===== src/rtl/div_pkg.sv =====
// Shared types and elaboration helpers for the divider result path.
package div_pkg;

    typedef enum logic [1:0] {
        IDLE,
        CONVERT,
        HOLD
    } bcd_state_t;

    // Smallest number of decimal digits able to represent 2**w-1.
    function automatic int unsigned digits_for_width(input int unsigned w);
        longint unsigned max_val;
        longint unsigned limit;
        int unsigned     digits;
        max_val = (64'd1 << w) - 64'd1;
        limit   = 64'd10;
        digits  = 1;
        while (limit <= max_val) begin
            limit  = limit * 64'd10;
            digits = digits + 1;
        end
        return digits;
    endfunction

endpackage


===== src/rtl/bcd_dabble_step.sv =====
// One double-dabble step: add 3 to every digit >= 5, then shift left taking msb_i in.
module bcd_dabble_step #(
    parameter int unsigned D = 2
) (
    input  logic [4*D-1:0] bcd_i,
    input  logic           msb_i,
    output logic [4*D-1:0] bcd_o
);

    logic [4*D-1:0] adj;
    // Top bit of the adjusted value is always 0 when D is wide enough for the operand.
    logic           unused_adj_msb;

    // Per-digit add-3 correction followed by the one-bit shift.
    always_comb begin
        adj = bcd_i;
        for (int i = 0; i < int'(D); i++) begin
            if (bcd_i[4*i +: 4] >= 4'd5) begin
                adj[4*i +: 4] = bcd_i[4*i +: 4] + 4'd3;
            end
        end
        bcd_o = {adj[4*D-2:0], msb_i};
    end

    assign unused_adj_msb = adj[4*D-1];

endmodule


===== src/rtl/div_result_bcd.sv =====
// Captures divider results on a ResultValid rising edge and converts quotient and
// remainder to packed BCD in W cycles, then holds them on a valid/ready handshake.
module div_result_bcd
    import div_pkg::*;
#(
    parameter int unsigned W = 4,
    parameter int unsigned D = 2
) (
    input  logic           Clock,
    input  logic           Resetn,
    input  logic           ResultValid,
    input  logic [W-1:0]   Quotient,
    input  logic [W-1:0]   Remainder,
    input  logic           OutReady,
    input  logic           ClearErr,
    output logic [4*D-1:0] QuoBCD,
    output logic [4*D-1:0] RemBCD,
    output logic           BcdValid,
    output logic           Busy,
    output logic           Overrun
);

    localparam int unsigned CntW = $clog2(W + 1);
    localparam logic [CntW-1:0] LastStep = CntW'(W - 1);

    if (D < digits_for_width(W)) begin : g_bad_digits
        $error("div_result_bcd: D=%0d digits cannot hold 2**%0d-1", D, W);
    end

    bcd_state_t     state_q;
    logic [CntW-1:0] cnt_q;
    logic [W-1:0]   quo_bin_q;
    logic [W-1:0]   rem_bin_q;
    logic [4*D-1:0] quo_bcd_q;
    logic [4*D-1:0] rem_bcd_q;
    logic [4*D-1:0] quo_bcd_step;
    logic [4*D-1:0] rem_bcd_step;
    logic           valid_q;
    logic           busy_q;
    logic           rv_q;
    logic           overrun_q;
    logic           cap;
    logic           drop;

    bcd_dabble_step #(
        .D (D)
    ) u_quo_step (
        .bcd_i (quo_bcd_q),
        .msb_i (quo_bin_q[W-1]),
        .bcd_o (quo_bcd_step)
    );

    bcd_dabble_step #(
        .D (D)
    ) u_rem_step (
        .bcd_i (rem_bcd_q),
        .msb_i (rem_bin_q[W-1]),
        .bcd_o (rem_bcd_step)
    );

    // Rising edge of ResultValid; a result arriving while busy or stalled is lost.
    always_comb begin
        cap  = ResultValid & ~rv_q;
        drop = cap & ((state_q == CONVERT) | ((state_q == HOLD) & ~OutReady));
    end

    // Edge-detect register; resets high so a level already up never looks like an edge.
    always_ff @(posedge Clock or negedge Resetn) begin
        if (!Resetn) begin
            rv_q <= 1'b1;
        end else begin
            rv_q <= ResultValid;
        end
    end

    // Sticky drop flag; a new drop beats a simultaneous clear.
    always_ff @(posedge Clock or negedge Resetn) begin
        if (!Resetn) begin
            overrun_q <= 1'b0;
        end else if (drop) begin
            overrun_q <= 1'b1;
        end else if (ClearErr) begin
            overrun_q <= 1'b0;
        end
    end

    // Conversion FSM with step counter, shift registers and registered status outputs.
    always_ff @(posedge Clock or negedge Resetn) begin
        if (!Resetn) begin
            state_q   <= IDLE;
            cnt_q     <= '0;
            quo_bin_q <= '0;
            rem_bin_q <= '0;
            quo_bcd_q <= '0;
            rem_bcd_q <= '0;
            valid_q   <= 1'b0;
            busy_q    <= 1'b0;
        end else begin
            case (state_q)
                IDLE: begin
                    if (cap) begin
                        quo_bin_q <= Quotient;
                        rem_bin_q <= Remainder;
                        quo_bcd_q <= '0;
                        rem_bcd_q <= '0;
                        cnt_q     <= '0;
                        busy_q    <= 1'b1;
                        state_q   <= CONVERT;
                    end
                end
                CONVERT: begin
                    quo_bcd_q <= quo_bcd_step;
                    rem_bcd_q <= rem_bcd_step;
                    quo_bin_q <= quo_bin_q << 1;
                    rem_bin_q <= rem_bin_q << 1;
                    cnt_q     <= cnt_q + CntW'(1);
                    if (cnt_q == LastStep) begin
                        busy_q  <= 1'b0;
                        valid_q <= 1'b1;
                        state_q <= HOLD;
                    end
                end
                HOLD: begin
                    if (OutReady) begin
                        valid_q <= 1'b0;
                        if (cap) begin
                            // Back-to-back: accept the new result without an idle bubble.
                            quo_bin_q <= Quotient;
                            rem_bin_q <= Remainder;
                            quo_bcd_q <= '0;
                            rem_bcd_q <= '0;
                            cnt_q     <= '0;
                            busy_q    <= 1'b1;
                            state_q   <= CONVERT;
                        end else begin
                            state_q <= IDLE;
                        end
                    end
                end
                default: begin
                    valid_q <= 1'b0;
                    busy_q  <= 1'b0;
                    state_q <= IDLE;
                end
            endcase
        end
    end

    assign QuoBCD   = quo_bcd_q;
    assign RemBCD   = rem_bcd_q;
    assign BcdValid = valid_q;
    assign Busy     = busy_q;
    assign Overrun  = overrun_q;

endmodule


===== config.mk =====
export PLATFORM = sky130hd
export DESIGN_NAME = div_result_bcd
export DESIGN_NICKNAME = d
export VERILOG_FILES = /design/src/rtl/div_pkg.sv /design/src/rtl/bcd_dabble_step.sv /design/src/rtl/div_result_bcd.sv
export SDC_FILE = /design/constraint.sdc
export NUM_CORES = 1
export LEC_CHECK = 0
export CAP_MARGIN = 20
export CORE_UTILIZATION = 32
export CTS_BUF_LIST = sky130_fd_sc_hd__clkbuf_4 sky130_fd_sc_hd__clkbuf_8 sky130_fd_sc_hd__clkbuf_16
export DETAILED_ROUTE_END_ITERATION = 10
export PLACE_DENSITY = 0.54
export SLEW_MARGIN = 20
export SYNTH_ARGS = -nofsm -noshare
export SYNTH_HDL_FRONTEND = slang
export SYNTH_HIERARCHICAL = 1
export SYNTH_SLANG_ARGS = --single-unit

===== constraint.sdc =====
create_clock -name Clock -period 1.45 [get_ports Clock]
set_input_delay 0.29 -clock Clock [delete_from_list [all_inputs] [get_ports Clock]]
set_output_delay 0.29 -clock Clock [all_outputs]
set_load 0.01 [all_outputs]

; Word-level counts from Yosys, hierarchy flattened
; Cells that the tools add are included.
[word_totals]
in_bits = 13
regBits = 33
word_cells = 72
out_inout_bits = 19
[classes]
bitwise_logic = 7
n_reduce_logical = 7
n_lt_le_gt_ge = 4
n_eq_ne = 6
addsub = 5
muxes = 33
[op_table]
columns = op, n
row1 = 8-bit one-hot mux with 3 select lines, 2
row2 = 8-bit two-way mux, 4
row3 = 4-bit two-way mux, 6
row4 = 4-bit one-hot mux with 3 select lines, 2
row5 = 4-bit by 3-bit >= comparator with 1-bit output (second input constant), 4
row6 = 3-bit two-way mux, 4
row7 = 3-bit one-hot mux with 3 select lines, 1
row8 = 4-bit by 2-bit adder with 4-bit output (second input constant), 2
row9 = 1-bit two-way mux, 8
row10 = 3-bit by 2-bit adder with 3-bit output (second input constant), 2
row11 = 2-bit two-way mux, 3
row12 = 1-bit one-hot mux with 3 select lines, 2
row13 = 2-bit one-hot mux with 3 select lines, 1
row14 = 3-bit AND reduction, 2
row15 = 2-bit inequality test (second input constant), 2
row16 = 2-bit AND reduction, 2
row17 = 3-bit by 1-bit adder with 3-bit output (second input constant), 1
row18 = 1-bit AND, 3
row19 = 3-bit by 2-bit == test with 1-bit output (second input constant), 1
row20 = 1-bit NOT, 3
row21 = 3-bit nonzero test, 1
row22 = 2-bit by 1-bit == test with 1-bit output (second input constant), 1
row23 = 2-bit == test (second input constant), 1
row24 = 2-bit zero test, 1
row25 = other kinds (3), 3

; Depth between registers and ports, before layout
[logic_depth]
word_depth = 5
mapped_depth = 6
ltp_nobuf = 6

; Modules after synthesis
; The synthesis kept the hierarchy.
[modules_own_cells]
columns = module, seq_area_each_um2, n_inst, area_per_inst_um2, cells_per_inst
row1 = div_result_bcd, 827.0, 1, 1351.3, 97
row2 = bcd_dabble_step, 0.0, 2, 190.2, 29

; Least setup slack after synthesis
; Ideal clock, no wire load.
[synth_path]
path_type = reg-to-reg
from = register state_q[0]
to = register quo_bin_q[0]
slack_ns = 0.029
arrival_time_ns = 1.300
stages_incl_launch_ff = 7
setup_time_ns = 0.121
period_less_slack_ns = 1.421
required_time_ns = 1.329
n_path_buf = 3
path_cell_list = dfrtp_1 -> buf_6 -> nand2b_1 -> a22o_1 -> buf_6 -> buf_6 -> a22o_1
[synth_between]
elab_chain_cells = 3
word_cells_on_any_way = 7
classes_between = eq/ne: 3 / mux: 1 / reduce/logical: 3
[synth_rtl]
columns = item, line
row1 = start: declaration, div_result_bcd.sv:30  ; bcd_state_t state_q;
row2 = start signal: assignment, div_result_bcd.sv:90  ; state_q <= IDLE;
row3 = start signal: assignment, div_result_bcd.sv:108  ; state_q <= CONVERT;
row4 = start signal: assignment, div_result_bcd.sv:120  ; state_q <= HOLD;
row5 = "2-bit == test, or another cell as far along", div_result_bcd.sv:99  ; case (state_q)
row6 = 2-bit inequality test (no source line) or 3-bit nonzero test (tied branches), --
row7 = 2-bit AND reduction (no source line), --
row8 = end signal: assignment, div_result_bcd.sv:102  ; quo_bin_q <= Quotient;
row9 = end signal: assignment, div_result_bcd.sv:114  ; quo_bin_q <= quo_bin_q << 1;
row10 = end signal: assignment, div_result_bcd.sv:128  ; quo_bin_q <= Quotient;
row11 = end: declaration, div_result_bcd.sv:32  ; logic [W-1:0] quo_bin_q;
; Several ways; a longest one is shown, not always the timed one.
; A chain may end at the register's enable or synchronous reset.

; Final worst setup path
[layout_path]
from = register quo_bcd_q[0], in the netlist QuoBCD[0]
to = register quo_bcd_q[2], in the netlist QuoBCD[2]
[layout_between]
elab_chain_cells = 3
word_cells_on_any_way = 4
classes_between = add/sub: 1 / order compare: 1 / mux: 2
[layout_rtl]
columns = item, line
row1 = start: declaration, div_result_bcd.sv:34  ; logic [4*D-1:0] quo_bcd_q;
row2 = start signal: assignment, div_result_bcd.sv:112  ; quo_bcd_q <= quo_bcd_step;
row3 = 4-bit by 2-bit adder with 4-bit output or 4-bit by 3-bit >= comparator with 1-bit output (tied branches), "bcd_dabble_step.sv:19, bcd_dabble_step.sv:18"
row4 = 4-bit two-way mux (*), bcd_dabble_step.sv:18  ; if (bcd_i[4*i +: 4] >= 4'd5) begin
row5 = net quo_bcd_step[2], div_result_bcd.sv:36  ; logic [4*D-1:0] quo_bcd_step;
row6 = 8-bit one-hot mux with 3 select lines (*), div_result_bcd.sv:99
; Mark *: on every way through the listed nets, which the timed path passes. The rest lies on a longest branch.

==> metrics.md <==
| Metric | Value |
|---|---|
| Logic pwr share | `roughly three fifths` |
| Detail Route Antenna Nets | `0` |
| Clock power frac | `between 10% and 20%` |
| Synth warn | `6` |
| Tmin final | `1.453 ns` |
| TNS Setup | `-0.002809 ns` |
| R2R setup slack | `-0.003 ns` |
| Clk slew on worst S/H paths | `0.06 ns` |
| Reg2reg end | `QuoBCD[2]$_DFFE_PN0P_` |
| Max cap viols | `0` |
| DP HPWL | `about 2.4 mm` |
| Cell count after placement | `265` |
| DR iter-0 viols | `42` |
| Post-synthesis sequential area ratio | `between 40% and 50%` |
| Fillcell total | `about 480` |
| Finished Layout Cells | `roughly 290` |
| Global-route wire length before repair | `~6.5 mm` |
| Die Ht | `75.56 um` |
| Final Hold Fails | `0` |
| Layout cells sized above 1 | `37.44%` |
| DR vias | `between 1000 and 1500` |
| RD Place Congestion | `0.7265` |
| Synth cell types | `25` |
| Worst EP required | `between 1.5 and 2 ns` |
| Clock Latency Late Sink | `0.28 ns` |
| Setup violators final | `1` |
| Crit Path Class | `flip-flop to flip-flop` |
| Max Root-Sink Buffers | `2` |
| Net Sw Frac | `35.92%` |
| Critical path arrival | `about 1.6 ns` |
| Core Area | `5172 um2` |
| Pwr per Cell Area | `approximately 2100 nW/um2` |
| Average size of a mapped cell | `around 11 um2` |
| I/O pin cnt | `32` |
| Clock root cell | `clkbuf_8` |
| Crit path launch type | `flip-flop` |
| Mapped Cells | `between 150 and 200` |
| Largest net degree at the start of global routing | `25` |
| Peak VDD IR | `around 0.8 mV` |
| Synthesized area | `1732 um2` |
| Least-Margin Pin Slew | `0.3181 ns` |
| Router iterations before antenna repair | `4` |
| Reg power frac | `a little over a quarter` |
| ANT cells | `0` |
| Area Growth Syn to Fin | `50.29%` |
| Slew Limit Fails | `0` |
| Net Sw Power | `about 2 mW` |
| Final Total Pwr | `about 5.6 mW` |
| Worst Path Max Fanout | `3` |
| GRT Total Usage | `15.36%` |
| Synth Register Bits | `33` |
| Initial Utilization | `around 33%` |
| Hold_buf cts | `0` |
| Period Utilization, post-route | `100.2%` |
| WL/cell | `roughly 14 um` |
| Crit path capture type | `flip-flop` |
| PortBufs | `31` |
| Commonest non-fill, non-tap cell in the layout | `dfrtp_1` |
| Total Wirelength | `approximately 4 mm` |
| Synth Net Count | `between 150 and 200` |
| Clk sinks | `33` |
| Initial antenna violation count | `0` |
| Nets | `241` |
| Slew HR | `78.79%` |
| Cell row count | `26` |
| Leading cell types in the layout, fill and taps excluded | `dfrtp_1 (30), buf_4 (28), a22o_1 (19), dlygate4sd2_1 (19), nand2_1 (17)` |
| Leakage | `approximately 1.3 nW` |
| TritonCTS clock tree | `done` |
| # DRC | `0` |
| Die area | `about 5700 um2` |
| Vias in the first global route | `1395` |
| Status | `finished with violations` |
| FMAX | `around 0.7 GHz` |
| Via density | `between 4 and 5` |
| Setup ws final | `-0.002809 ns` |
| Level count of the clock H-tree | `2` |
| Die width | `~76 um` |
| RSZ-0062 raised after global routing | `true` |
| Skew final | `0.005207 ns` |
| Tightest Hold Check Type | `primary input to async pin` |
| Reg2Reg Launch Point | `QuoBCD[0]$_DFFE_PN0P_` |
| Worst-case reg-to-reg path depth | `6` |
| Global route total overflow | `0` |
| Failing checks | `negative setup slack` |
| CTS Buf Count | `5` |
| Int Pwr | `~3.6 mW` |
| Finished Core Util | `50.31%` |
## layer usage
| layer | track usage, % | vias to the layer above | part of all wire, % |
|---|---|---|---|
| li1 | - | 662 | - |
| met5 | 0 | - | 0 |
| met1 | 19.72 | 648 | 45 |
| met2 | 26.19 | 31 | 50 |
| met4 | 3.704 | 0 | 0.84 |
| met3 | 3.704 | 4 | 3.8 |
## cell families after synthesis
logic type               after synthesis  share of synthesized area, %
buffers and inverters                 20                         6.719
XOR/XNOR                               4                         2.023
AO/OA/AOI/OAI                         37                         16.47
adder cells (fa/ha/maj)               10                         7.225
multiplexers                          17                         10.77
AND/OR/NAND/NOR                       34                         9.031
flip-flops                            33                         47.76
## synth_stat cells (all sizes together)
| cell | number | area, um2 |
|---|---|---|
| dfrtp | 32 | 800.8 |
| a22o | 20 | 175.2 |
| nand2 | 17 | 63.81 |
| mux2 | 13 | 146.4 |
| inv | 11 | 41.29 |
| ha | 10 | 125.1 |
| buf | 9 | 75.06 |
| nand2b | 9 | 56.30 |
| o21ai | 7 | 35.03 |
| a21oi | 6 | 45.04 |
| nor2 | 5 | 18.77 |
| mux2i | 4 | 40.04 |
| xnor2 | 4 | 35.03 |
| nor2b | 2 | 12.51 |
| a21o | 1 | 7.510 |
| dfstp | 1 | 26.28 |
| nor3 | 1 | 5.000 |
| o21bai | 1 | 7.510 |
| o22ai | 1 | 6.260 |
| o2bb2ai | 1 | 8.760 |
## how the worst max path moves through the flow
stage,startpoint,endpoint,cells past startpoint
2_1_floorplan,state_q[0]$_DFFE_PN0P_,quo_bin_q[0]$_DFFE_PN0P_,6
3_3_place_gp,OutReady,rem_bin_q[1]$_DFFE_PN0P_,5
3_5_place_dp,OutReady,quo_bin_q[3]$_DFFE_PN0P_,5
4_1_cts,RemBCD[4]$_DFFE_PN0P_,RemBCD[6]$_DFFE_PN0P_,6
5_1_grt,QuoBCD[0]$_DFFE_PN0P_,QuoBCD[2]$_DFFE_PN0P_,6
6_report,QuoBCD[0]$_DFFE_PN0P_,QuoBCD[2]$_DFFE_PN0P_,6
## registers in the layout (all words and copies together), names as in the netlist
signal	cells
rem_bin_q	4
QuoBCD	8
quo_bin_q	4
Overrun	1
RemBCD	8
BcdValid	1
cnt_q	3
rv_q	1
Busy	1
state_q	2
## worst max-delay path: stages (launching register included)
cell and delay [ns]:
dfrtp_1 0.41, buf_6 0.14, ha_4 0.15, nand2b_4 0.15
a21oi_4 0.17, mux2i_1 0.09, a22o_1 0.23
## power by group through the flow
stage	logic [mW]	registers, mW	clock network (mW)
2_1_floorplan	1.65	1.64	0
3_3_place_gp	2.50	1.55	0
3_5_place_dp	2.58	1.57	0
4_1_cts	2.94	1.50	0.778
5_1_grt	3.59	1.57	0.824
6_report	3.30	1.51	0.750
## final cells by class
type,count,area [um2],share of cell area [%]
multi-input cells,102,943.4,36.25
flip-flops and latches,33,829.5,31.87
clock buffers,8,97.59,3.750
inverters,11,41.29,1.587
repair buffers,65,603.1,23.17
well taps,70,87.58,3.365
## metrics by stage
stage	area, um2	worst slack [ns]	hold WS [ns]
2_1_floorplan	1732	0.02899	-0.005591
3_3_place_gp	2202	-0.1935	0.4700
3_5_place_dp	2202	-0.2242	0.4833
4_1_cts	2435	-0.02630	0.3600
5_1_grt	2603	-0.05860	0.3714
6_report	2603	-0.002809	0.3532
## repair_timing
action / CTS / global route
setup buffers: 9 / 6
setup endpoints to repair: 25 / 20
pin swaps: 4 / 13
gates resized for setup: 29 / 26
cloned: 1 / 1
Power figures use the tool's default switching activity.
